**src/rtl/fifo_s1_sf_pkg.sv**
```systemverilog
// Shared constants and pointer-wrap helper for the fifo_s1_sf FIFO.
package fifo_s1_sf_pkg;

    localparam int ERR_MODE_STICKY_DIAG = 0;
    localparam int ERR_MODE_STICKY      = 1;
    localparam int ERR_MODE_PULSE       = 2;

    localparam int RST_MODE_MEM = 0;
    localparam int RST_MODE_PTR = 1;

    // Advance a pointer, wrapping from depth-1 to 0 by explicit compare so
    // non-power-of-2 depths work. Pointers never exceed 8 bits (depth<=256).
    function automatic logic [7:0] ptr_inc(input logic [7:0] ptr, input int depth);
        if (int'(ptr) == depth - 1) return 8'd0;
        return ptr + 8'd1;
    endfunction

endpackage

```
**src/rtl/fifo_s1_sf_ctl.sv**
```systemverilog
// Pointer, occupancy count, registered status flags and error for fifo_s1_sf.
// Optional checks are compiled only with FIFO_S1_SF_ASSERT_EN defined.
module fifo_s1_sf_ctl
    import fifo_s1_sf_pkg::*;
#(
    parameter int DEPTH    = 4,
    parameter int AE_LEVEL = 1,
    parameter int AF_LEVEL = 1,
    parameter int ERR_MODE = 0,
    localparam int PW = $clog2(DEPTH),
    localparam int CW = $clog2(DEPTH + 1)
) (
    input  logic          i_clk,
    input  logic          i_rst,
    input  logic          i_push_req_n,
    input  logic          i_pop_req_n,
    input  logic          i_diag_n,
    output logic          o_wr_en,
    output logic [PW-1:0] o_wr_ptr,
    output logic [PW-1:0] o_rd_ptr,
    output logic          o_empty,
    output logic          o_almost_empty,
    output logic          o_half_full,
    output logic          o_almost_full,
    output logic          o_full,
    output logic          o_error
);

    localparam logic [CW-1:0] C_DEPTH = CW'(DEPTH);
    localparam logic [CW-1:0] C_AE    = CW'(AE_LEVEL);
    localparam logic [CW-1:0] C_HF    = CW'((DEPTH + 1) / 2);
    localparam logic [CW-1:0] C_AF    = CW'(DEPTH - AF_LEVEL);

    logic [PW-1:0] r_wr_ptr, r_rd_ptr;
    logic [CW-1:0] r_count;
    logic          r_empty, r_aempty, r_hf, r_af, r_full, r_err;

    logic          w_push, w_pop, w_is_full, w_is_empty;
    logic          w_wr_en, w_rd_en, w_ovf, w_unf, w_err_nxt;
    logic [CW-1:0] w_count_nxt;
    logic [PW-1:0] w_wr_ptr_nxt, w_rd_ptr_nxt;

    // Accept/reject decisions: a full FIFO drops pushes, an empty one ignores pops.
    always_comb begin
        w_push       = ~i_push_req_n;
        w_pop        = ~i_pop_req_n;
        w_is_full    = (r_count == C_DEPTH);
        w_is_empty   = (r_count == '0);
        w_wr_en      = w_push & ~w_is_full;
        w_rd_en      = w_pop & ~w_is_empty;
        w_ovf        = w_push & w_is_full;
        w_unf        = w_pop & w_is_empty;
        w_count_nxt  = r_count + CW'(w_wr_en) - CW'(w_rd_en);
        w_wr_ptr_nxt = PW'(ptr_inc(8'(r_wr_ptr), DEPTH));
        w_rd_ptr_nxt = PW'(ptr_inc(8'(r_rd_ptr), DEPTH));
    end

    // Error next-state: sticky (with or without diag) or a one-cycle pulse.
    always_comb begin
        w_err_nxt = w_ovf | w_unf;
        if (ERR_MODE == ERR_MODE_STICKY_DIAG)
            w_err_nxt = r_err | w_ovf | w_unf | ~i_diag_n;
        else if (ERR_MODE == ERR_MODE_STICKY)
            w_err_nxt = r_err | w_ovf | w_unf;
    end

    // State update; flags come from next-state count so they track the accepting edge.
    always_ff @(posedge i_clk) begin
        if (i_rst) begin
            r_wr_ptr <= '0;
            r_rd_ptr <= '0;
            r_count  <= '0;
            r_empty  <= 1'b1;
            r_aempty <= 1'b1;
            r_hf     <= 1'b0;
            r_af     <= 1'b0;
            r_full   <= 1'b0;
            r_err    <= 1'b0;
        end else begin
            if (w_wr_en) r_wr_ptr <= w_wr_ptr_nxt;
            if (w_rd_en) r_rd_ptr <= w_rd_ptr_nxt;
            r_count  <= w_count_nxt;
            r_empty  <= (w_count_nxt == '0);
            r_aempty <= (w_count_nxt <= C_AE);
            r_hf     <= (w_count_nxt >= C_HF);
            r_af     <= (w_count_nxt >= C_AF);
            r_full   <= (w_count_nxt == C_DEPTH);
            r_err    <= w_err_nxt;
        end
    end

    assign o_wr_en        = w_wr_en;
    assign o_wr_ptr       = r_wr_ptr;
    assign o_rd_ptr       = r_rd_ptr;
    assign o_empty        = r_empty;
    assign o_almost_empty = r_aempty;
    assign o_half_full    = r_hf;
    assign o_almost_full  = r_af;
    assign o_full         = r_full;
    assign o_error        = r_err;

`ifdef FIFO_S1_SF_ASSERT_EN
    if (DEPTH < 2 || DEPTH > 256) begin : g_bad_depth
        $error("fifo_s1_sf: depth out of range");
    end
    if (AE_LEVEL < 1 || AE_LEVEL > DEPTH - 1) begin : g_bad_ae
        $error("fifo_s1_sf: ae_level out of range");
    end
    if (AF_LEVEL < 1 || AF_LEVEL > DEPTH - 1) begin : g_bad_af
        $error("fifo_s1_sf: af_level out of range");
    end
    if (ERR_MODE < 0 || ERR_MODE > 2) begin : g_bad_err
        $error("fifo_s1_sf: err_mode out of range");
    end

    a_count_le_depth: assert property (@(posedge i_clk) disable iff (i_rst) r_count <= C_DEPTH);
    a_not_full_empty: assert property (@(posedge i_clk) disable iff (i_rst) !(r_full && r_empty));

    // Report each rejected request.
    always_ff @(posedge i_clk) begin
        if (!i_rst && w_ovf) $error("fifo_s1_sf: overflow");
        if (!i_rst && w_unf) $error("fifo_s1_sf: underflow");
    end
`endif

endmodule

```
**src/rtl/fifo_s1_sf.sv**
```systemverilog
// Single-clock FWFT FIFO with registered status flags and overflow/underflow error.
// Define FIFO_S1_SF_ASSERT_EN to compile parameter and protocol checks.
module fifo_s1_sf
    import fifo_s1_sf_pkg::*;
#(
    parameter int width    = 8,
    parameter int depth    = 4,
    parameter int ae_level = 1,
    parameter int af_level = 1,
    parameter int err_mode = 0,
    parameter int rst_mode = 0
) (
    input  logic             clk,
    input  logic             rst,
    input  logic             push_req_n,
    input  logic             pop_req_n,
    input  logic             diag_n,
    input  logic [width-1:0] data_in,
    output logic             empty,
    output logic             almost_empty,
    output logic             half_full,
    output logic             almost_full,
    output logic             full,
    output logic             error,
    output logic [width-1:0] data_out
);

    localparam int PW = $clog2(depth);

    logic [width-1:0] r_mem [depth];
    logic             w_wr_en;
    logic [PW-1:0]    w_wr_ptr, w_rd_ptr;

    fifo_s1_sf_ctl #(
        .DEPTH    (depth),
        .AE_LEVEL (ae_level),
        .AF_LEVEL (af_level),
        .ERR_MODE (err_mode)
    ) u_ctl (
        .i_clk          (clk),
        .i_rst          (rst),
        .i_push_req_n   (push_req_n),
        .i_pop_req_n    (pop_req_n),
        .i_diag_n       (diag_n),
        .o_wr_en        (w_wr_en),
        .o_wr_ptr       (w_wr_ptr),
        .o_rd_ptr       (w_rd_ptr),
        .o_empty        (empty),
        .o_almost_empty (almost_empty),
        .o_half_full    (half_full),
        .o_almost_full  (almost_full),
        .o_full         (full),
        .o_error        (error)
    );

    // Storage write; reset blocks writes and optionally scrubs the array.
    always_ff @(posedge clk) begin
        if (rst) begin
            if (rst_mode == RST_MODE_MEM)
                for (int i = 0; i < depth; i++) r_mem[i] <= '0;
        end else if (w_wr_en) begin
            r_mem[w_wr_ptr] <= data_in;
        end
    end

    // Head word is read combinationally: the first word falls through.
    assign data_out = r_mem[w_rd_ptr];

`ifdef FIFO_S1_SF_ASSERT_EN
    if (width < 1 || width > 256) begin : g_bad_width
        $error("fifo_s1_sf: width out of range");
    end
    if (rst_mode < 0 || rst_mode > 1) begin : g_bad_rst
        $error("fifo_s1_sf: rst_mode out of range");
    end
`endif

endmodule

```
**config.mk**
```make
export PLATFORM = sky130hd
export DESIGN_NAME = fifo_s1_sf
export DESIGN_NICKNAME = d
export VERILOG_FILES = /design/src/rtl/fifo_s1_sf_pkg.sv /design/src/rtl/fifo_s1_sf_ctl.sv /design/src/rtl/fifo_s1_sf.sv
export SDC_FILE = /design/constraint.sdc
export NUM_CORES = 1
export LEC_CHECK = 0
export ABC_AREA = 0
export CAP_MARGIN = 20
export CORE_UTILIZATION = 34
export CTS_BUF_LIST = sky130_fd_sc_hd__clkbuf_16
export CTS_CLUSTER_DIAMETER = 150
export DETAILED_ROUTE_END_ITERATION = 7
export GPL_ROUTABILITY_DRIVEN = 0
export PLACE_DENSITY = 0.59
export SETUP_SLACK_MARGIN = 0.1
export SYNTH_ARGS = -nofsm -noshare
export SYNTH_HDL_FRONTEND = slang
export SYNTH_SLANG_ARGS = --single-unit
export TNS_END_PERCENT = 100
```
**constraint.sdc**
```tcl
create_clock -name clk -period 2.7 [get_ports clk]
set_input_delay 0.54 -clock clk [delete_from_list [all_inputs] [get_ports clk]]
set_output_delay 0.54 -clock clk [all_outputs]
set_load 0.1 [all_outputs]
```
==> After elaboration in Yosys (flattened, before gate mapping) <==
Memories as Yosys holds them, arrays and structs flattened. A register that Yosys moved wholly into a read port is not among the register bits.
Cells that the tools add are included.
{ "word_totals": {"ff_bits": 13, "ramBits": 32, "output_inout_bits": 14, "n_memories": 1} }
{ "classes": {"add_sub_neg": 4, "n_lt_le_gt_ge": 3, "n_eq_ne": 4, "muxes": 16, "n_bitwise": 12, "reduce_logical": 3} }
{ "memory_table": {"columns": ["memory", "words", "word_bits", "rd", "rd_clocked_by_memory_dff", "write_ports", "line_no", "source"], "rows": [
  ["r_mem", 4, 8, 1, 1, 4, "fifo_s1_sf.sv:30", "logic [width-1:0] r_mem [depth];"]
]} }
{ "op_table": {"columns": ["cell", "n"], "rows": [
  ["$mux W2", 7],
  ["$mux W1", 8],
  ["$mux W8", 1],
  ["$reduce_or A8 Y1", 1],
  ["$eq A3 B3 Y1 const B", 2],
  ["$ge A3 B2 Y1 const B", 2],
  ["$logic_not A3 Y1", 2],
  ["$not A1 Y1", 5],
  ["$add A2 B1 Y2 const B", 2],
  ["$and A1 B1 Y1", 4],
  ["$eq A2 B1 Y1 const B", 2],
  ["$add A3 B1 Y3", 1],
  ["$le A3 B1 Y1 const B", 1],
  ["$or A1 B1 Y1", 3],
  ["$sub A3 B1 Y3", 1]
]} }

==> Logic depth before layout (Yosys ltp) <==
Gate-level depths: netlist of the first run.
{ "depth": {"word_depth": 8, "ltp_mapped": 10} }

==> Cells and area by module <==
Synthesis of the first run repeated with hierarchy kept, for this count alone.
{ "unflattened": {"hier_cells": 139, "hier_area_um2": 2031.9} }
{ "by_module_without_submodules": {"columns": ["module", "instances", "cells_each", "area_per_inst_um2", "seq_area_each_um2"], "rows": [
  ["fifo_s1_sf", 1, 84, 1475.2, 960.9],
  ["fifo_s1_sf_ctl", 1, 55, 556.8, 260.2]
]} }

==> Least setup slack after synthesis of the first run <==
OpenSTA, ideal clock, no wires.
{ "synth_path": {"path_kind": "reg-to-reg", "from": "register u_ctl.r_count[2]", "to": "register u_ctl.r_aempty (netlist: u_ctl.o_almost_empty)", "setup_time_ns": 0.118, "arrival_ns": 2.259, "required_time_ns": 2.582, "slack_ns": 0.323, "stages_incl_launch_ff": 10, "cell_sequence": "dfxtp_1 > nor3b_4 > nor2_2 > inv_1 > ha_1 > inv_1 > ha_1 > fa_1 > xor3_1 > a21o_1"} }
{ "synth_between": {"elab_chain_cells": 6, "elab_cells_between_ends": 9} }
{ "synth_rtl": {"columns": ["element", "line_no", "source"], "rows": [
  ["start, declared", "fifo_s1_sf_ctl.sv:35", "logic [CW-1:0] r_count;"],
  ["start signal, assigned", "fifo_s1_sf_ctl.sv:82", "r_count <= w_count_nxt;"],
  ["$eq A3 B3 Y1", "fifo_s1_sf_ctl.sv:47", "w_is_full = (r_count == C_DEPTH);"],
  ["$not A1 Y1", "fifo_s1_sf_ctl.sv:49", "w_wr_en = w_push & ~w_is_full;"],
  ["$and A1 B1 Y1", "fifo_s1_sf_ctl.sv:49", null],
  ["$add A3 B1 Y3", "fifo_s1_sf_ctl.sv:53", "w_count_nxt = r_count + CW'(w_wr_en) - CW'(w_rd_en);"],
  ["$sub A3 B1 Y3 (*)", "fifo_s1_sf_ctl.sv:53", null],
  ["$le A3 B1 Y1 (*)", "fifo_s1_sf_ctl.sv:84", "r_aempty <= (w_count_nxt <= C_AE);"],
  ["end signal, assigned", "fifo_s1_sf_ctl.sv:84", null],
  ["end, declared", "fifo_s1_sf_ctl.sv:36", "logic r_empty, r_aempty, r_hf, r_af, r_full, r_err;"]
]} }
Mark *: on every way between the ends. The rest lies on a longest branch, timed or not.
A chain may end at the register's enable or synchronous reset.

==> Worst setup path after layout of the first run <==
{ "layout_path": {"from": "input push_req_n", "to": "register u_ctl.r_aempty (netlist: u_ctl.o_almost_empty)"} }
{ "layout_between": {"elab_chain_cells": 5} }
{ "layout_rtl": {"columns": ["element", "line_no", "source"], "rows": [
  ["start, declared", "fifo_s1_sf.sv:15", "input logic push_req_n,"],
  ["$not A1 Y1", "fifo_s1_sf_ctl.sv:45", "w_push = ~i_push_req_n;"],
  ["$and A1 B1 Y1", "fifo_s1_sf_ctl.sv:49", null],
  ["$add A3 B1 Y3", "fifo_s1_sf_ctl.sv:53", null],
  ["$sub A3 B1 Y3", "fifo_s1_sf_ctl.sv:53", null],
  ["$le A3 B1 Y1", "fifo_s1_sf_ctl.sv:84", null]
]} }
No other way between the ends.

==> flow_metrics.tcl, run 1 <==
set metrics [dict create \
    outcome "finished, final reports clean" \
    multiInputGateArea_um2 752 \
    power_frac_seq_pct 35.4 \
    fin_skew_ns 0.00576 \
    yosysTopAreaCell "edfxtp_1" \
    swShare_pct 41.5 \
    fmax_mhz 429 \
    synth_edf_count 32 \
    min_period_over_period_pct 86.4 \
    die-area_um2 6360 \
    core_um2 5680 \
    critPathMaxFanout 4 \
    nets 200 \
    critPathLaunchType "input pin" \
    ant_nets 0 \
    min_from "u_ctl.o_error$_SDFF_PP0_" \
    tns_ns 0 \
    area_growth_pct 26.0 \
    grt_pass1_vias 1291 \
    synth-compound-area-share_pct 3.83 \
    clk_latency_ns 0.28 \
    synth_fa_ha_area_share_pct 3.41 \
    stdcell_area_um2 2590 \
    via_count 1228 \
    hold_viol 0 \
    n_fill_cell 514 \
    antenna_found_initial 0 \
    fin_util_pct 45.6 \
    seq_area_frac_synth_pct 61.4 \
    slew_headroom_pct 58.2 \
    synth_seq_cells 47 \
    cp.required_ns 2.87 \
    root_buffer "clkbuf_16" \
    fin_crit_ns 2.33 \
    switchingPower_w 0.00113 \
    synth-simple-area-share_pct 18.6 \
    end_kind "flop" \
    synth_xor_area_share_pct 1.16 \
    final_layout_size_suffix_gt1_share_pct 26.2 \
    synth.area.top_cells "edfxtp_1 (47%), dfxtp_1 (15%), and2_1 (9.7%)" \
    yosysWarnings 0 \
    yosys-mux-area-fraction_pct 9.25 \
    p_clk_share_pct 22.1 \
    cts.reportedPaths.clkPinSlew_ns 0.06 \
    drv_slew 0 \
    numCtsBuffers 5 \
    drtIter0Drc 48 \
    synth_top_family_by_area "simple AND/OR/NAND/NOR gates" \
    track_usage_pct 13.7 \
    synth_top_cells_by_count "and2_1 (32), edfxtp_1 (32), dfxtp_1 (15)" \
    p_int_w 0.00159 \
    syn_avg_cell_area_um2 14.5 \
    cts_tree "done" \
    regArea_um2 1260 \
    synthCells 142 \
    grt_overflow 0 \
    fin_cells 255 \
    dpl-instance-area_um2 2440 \
    powerDensity_nw_per_um2 1050 \
    worstPathArrival_ns 2.50 \
    start_util_pct 36.2 \
    wl_um 3840 \
    antennaDiodeCount 0 \
    rsz0062_at_grt "no" \
    dpl.hpwl_um 2660 \
    row_count 27 \
    async_flop_share_pct 0 \
    drc_errors 0 \
    netlist.area_leader.share_pct 46.7 \
    worstReg2RegStart "u_ctl.r_count[1]$_SDFF_PP0_" \
    ys.flop_type "edfxtp_1" \
    startpoint "push_req_n" \
    dpl.cell_count 247 \
    io_pins 27 \
    portBuffers 26 \
    synthesis.area_um2 2060 \
    post_cts_buffers 0 \
    vias_per_cell 4.82 \
    cts_buffer_depth 2 \
    clock_sinks 47 \
    cts_max_level 2 \
    grt_pass1_wl_um 6300 \
    worstHoldPathType "flop to flop" \
    wire_per_inst_um 15.1 \
    critical_path_class "input pin to flop" \
    worst_pin_slew_ns 0.624 \
    dieHeight_um 79.8 \
    syn_nets 160 \
    grt_max_degree 20 \
    peakVddDrop_v 0.000846 \
    die_x_um 79.8 \
    drt-pass1-iter-count 4 \
    leakage_nw 1.01 \
    ys_types 33 \
    power_frac_comb_pct 42.5 \
    cap_violations 0 \
    finalSetupViolCount 0 \
]
-- cells by family (layout without fill, tap and decap cells) --
| family | Yosys count | count (layout) |
|---|---|---|
| AO/OA/AOI/OAI | 12 | 12 |
| XOR/XNOR | 1 | 1 |
| adder cells (fa/ha/maj) | 5 | 5 |
| buffers and inverters | 13 | 54 |
| flip-flops | 47 | 47 |
| multiplexers | 9 | 9 |
| AND/OR/NAND/NOR | 55 | 55 |
-- layout make-up --
| class | instances | area share (%) |
|---|---|---|
| clock inverter | 3 | 0.773 |
| timing repair buffer | 37 | 11.9 |
| sequential | 47 | 48.7 |
| clock buffer | 5 | 4.83 |
| tap | 72 | 3.48 |
| inverter | 9 | 1.30 |
| multi-input combinational | 82 | 29.0 |
-- placed cells by master (no fill, tap or decap), types with 2 or more instances in the layout --
cell,count
a21o_1,3
a21oi_1,3
a31o_1,2
and2_1,32
buf_4,25
clkbuf_16,5
clkdlybuf4s50_1,12
dfxtp_1,15
edfxtp_1,32
ha_1,4
inv_1,9
mux4_2,8
nand2b_1,3
nor2_1,4
nor3_4,2
nor4_2,2
or2_1,2
or4_1,2
-- power by group through the flow --
stage | Sequential, W | Clock, W | Combinational, W
global placement | 0.000971 | 0 | 0.00113
detailed placement | 0.000974 | 0 | 0.00115
finish | 0.000961 | 0.000599 | 0.00115
CTS | 0.000961 | 0.000615 | 0.00115
floorplan | 0.00118 | 0 | 0.000684
global route | 0.000973 | 0.000642 | 0.00123
-- per-layer routing --
layer | routed length, um | vias up | track usage, % | share of wire [%]
li1 | - | 595 | - | -
met1 | 1600 | 597 | 15.1 | 42
met2 | 2010 | 32 | 25.0 | 52
met4 | 21 | 0 | 4.64 | 0.55
met3 | 210 | 4 | 4.11 | 5.5
met5 | 0 | - | 0 | 0
-- worst max-delay path, stage by stage --
cell             delay, ns
clkdlybuf4s50_1       0.44
nor2_2                0.13
inv_1                 0.06
ha_1                  0.26
inv_1                 0.04
ha_1                  0.18
fa_1                  0.37
xor3_2                0.27
a21o_1                0.21
-- timing repair --
item                       CTS  global route
gates resized for setup      0             2
setup endpoints to repair    0             4
hold buffers                 0             0
-- worst paths after layout --
kind | end | depth (start not counted) | slack, ns
max | u_ctl.o_almost_empty$_SDFF_PP1_ | 9 | 0.37
min | u_ctl.o_error$_SDFF_PP0_ | 2 | 0.47
max reg2reg | u_ctl.o_almost_empty$_SDFF_PP1_ | 8 | 0.46
min reg2reg | u_ctl.o_error$_SDFF_PP0_ | 2 | 0.47
-- flip-flops by register name (all words and copies together) (netlist names), named ones only --
signal                count
u_ctl.o_error             1
u_ctl.o_almost_empty      1
u_ctl.o_empty             1
u_ctl.o_wr_ptr            2
u_ctl.r_count             3
u_ctl.o_full              1
u_ctl.o_rd_ptr            2
u_ctl.o_almost_full       1
r_mem                    32
u_ctl.o_half_full         1
-- stage by stage --
stage	power (W)	hold slack [ns]	worst slack [ns]
4_1_cts	0.00273	0.479	0.203
6_report	0.00271	0.470	0.368
2_1_floorplan	0.00186	0.468	0.323
5_1_grt	0.00284	0.510	0.253
3_3_place_gp	0.00210	0.452	-0.0487
3_5_place_dp	0.00213	0.468	-0.0997
Note: power is estimated with default switching activity, not from simulation.
==> run 2, diff against run 1 <==
--- a/config.mk
+++ b/config.mk
@@ -11,8 +11,9 @@
 export CTS_BUF_LIST = sky130_fd_sc_hd__clkbuf_16
 export CTS_CLUSTER_DIAMETER = 150
 export DETAILED_ROUTE_END_ITERATION = 7
+export DONT_BUFFER_PORTS = 1
 export GPL_ROUTABILITY_DRIVEN = 0
-export PLACE_DENSITY = 0.59
+export PLACE_DENSITY = 0.53
 export SETUP_SLACK_MARGIN = 0.1
 export SYNTH_ARGS = -nofsm -noshare
 export SYNTH_HDL_FRONTEND = slang
==> flow_metrics.tcl, run 2 (same netlist as run 1, synthesis figures left out) <==
set metrics [dict create \
    die-area_um2 6360 \
    numCtsBuffers 5 \
    drc_errors 0 \
    dpl.hpwl_um 2520 \
    wl_um 3740 \
    r2r-end "u_ctl.o_almost_empty$_SDFF_PP1_" \
    cts-resized-gates 0 \
    grt_max_degree 21 \
    post_cts_buffers 0 \
    fmax_mhz 420 \
    clock_sinks 47 \
    min_period_over_period_pct 88.1 \
    clk_latency_ns 0.28 \
    largest-register "r_mem" \
    layout_common_cells "and2_1 (32), edfxtp_1 (32), dfxtp_1 (15)" \
    portBuffers 0 \
    grt_pass1_vias 1146 \
    cts.reportedPaths.clkPinSlew_ns 0.06 \
    critical_path_class "flop to flop" \
    cts_max_level 2 \
    setup_slack_ns 0.321 \
    outcome "finished, final reports clean" \
    min_from "rst" \
    area_growth_pct 12.1 \
    regArea_um2 1260 \
    fin_skew_ns 0.00412 \
    grt_pass1_wl_um 5830 \
    tns_ns 0 \
    stdcell_area_um2 2300 \
    root_buffer "clkbuf_16" \
    track_usage_pct 12.8 \
    worst_pin_slew_ns 0.977 \
    grt_overflow 0 \
    core_um2 5680 \
    final_layout_size_suffix_gt1_share_pct 16.6 \
    hold_buffers 0 \
    die_x_um 79.8 \
    nets 168 \
    slew_headroom_pct 34.8 \
    n_fill_cell 537 \
    fin_util_pct 40.6 \
    largest_reg_flops 32 \
    drt-pass1-iter-count 4 \
    r2r_slack_ns 0.32 \
    peakVddDrop_v 0.000670 \
    powerDensity_nw_per_um2 1100 \
    critPathMaxFanout 5 \
    drv_slew 0 \
    reg.largest.list "r_mem (32), u_ctl.r_count (3)" \
    cp.required_ns 2.87 \
    fin_crit_ns 2.38 \
    hold_depth 1 \
    power_w 0.00253 \
    worstReg2RegStart "u_ctl.r_count[1]$_SDFF_PP0_" \
    wire_per_inst_um 16.8 \
    ant_nets 0 \
    cts_tree "done" \
    critPathLaunchType "flop" \
    multiInputGateArea_um2 744 \
    worstHoldPathType "input pin to flop" \
    vias_per_cell 5.02 \
    worstPathArrival_ns 2.55 \
    end_kind "flop" \
    row_count 27 \
    antenna_found_initial 0 \
    cap_violations 0 \
    rsz0062_at_grt "no" \
    antennaDiodeCount 0 \
    io_pins 27 \
    leakage_nw 0.875 \
    cts_buffer_depth 2 \
    dpl-instance-area_um2 2170 \
    start_util_pct 36.2 \
    crit_path_end "u_ctl.o_almost_empty$_SDFF_PP1_" \
    hold_viol 0 \
    startpoint "u_ctl.r_count[1]$_SDFF_PP0_" \
    finalSetupViolCount 0 \
    dieHeight_um 79.8 \
    drtIter0Drc 74 \
    via_count 1120 \
    place_ws_ns 0.306 \
    ff2ff_path_depth 8 \
]
-- run 2: how the worst min path moves through the flow --
stage                                          end  slack [ns]
floorplan                                     flop        0.47
global placement    u_ctl.o_rd_ptr[1]$_SDFFE_PP0N_        0.50
detailed placement  u_ctl.o_rd_ptr[1]$_SDFFE_PP0N_        0.49
CTS                    u_ctl.r_count[1]$_SDFF_PP0_        0.32
global route           u_ctl.r_count[1]$_SDFF_PP0_        0.31
finish                 u_ctl.r_count[1]$_SDFF_PP0_        0.32
-- run 2: report_power, final --
group / switching [W] / internal (W)
clock network: 0.000236 / 0.000334
logic: 0.000532 / 0.000234
registers: 0.000296 / 0.000895
-- run 2: layer usage --
layer,routed length [um],global-route usage (%)
met5,0,0
met4,45,4.29
met3,196,4.23
met2,1930,21.4
met1,1560,15.4
-- run 2: critical path, stage by stage (launching register included) --
cell,delay [ns]
dfxtp_1,0.36
nor3_1,0.28
nor2_1,0.11
ha_1,0.28
inv_1,0.04
ha_1,0.18
fa_1,0.39
xor3_1,0.42
a21o_1,0.21
-- run 2: cell type report --
class | count | share of cell area (%)
Inverter | 9 | 1.47
Multi-Input combinational cell | 82 | 32.3
Sequential cell | 47 | 54.7
Tap cell | 72 | 3.91
Clock inverter | 3 | 0.543
Timing Repair Buffer | 5 | 1.63
Clock buffer | 5 | 5.43
-- run 2: stage by stage --
stage	hold WS, ns	std cells
final	0.321	223
after global routing	0.314	223
after CTS	0.316	223
after detailed placement	0.492	215
after global placement	0.498	215
after floorplan	0.468	142
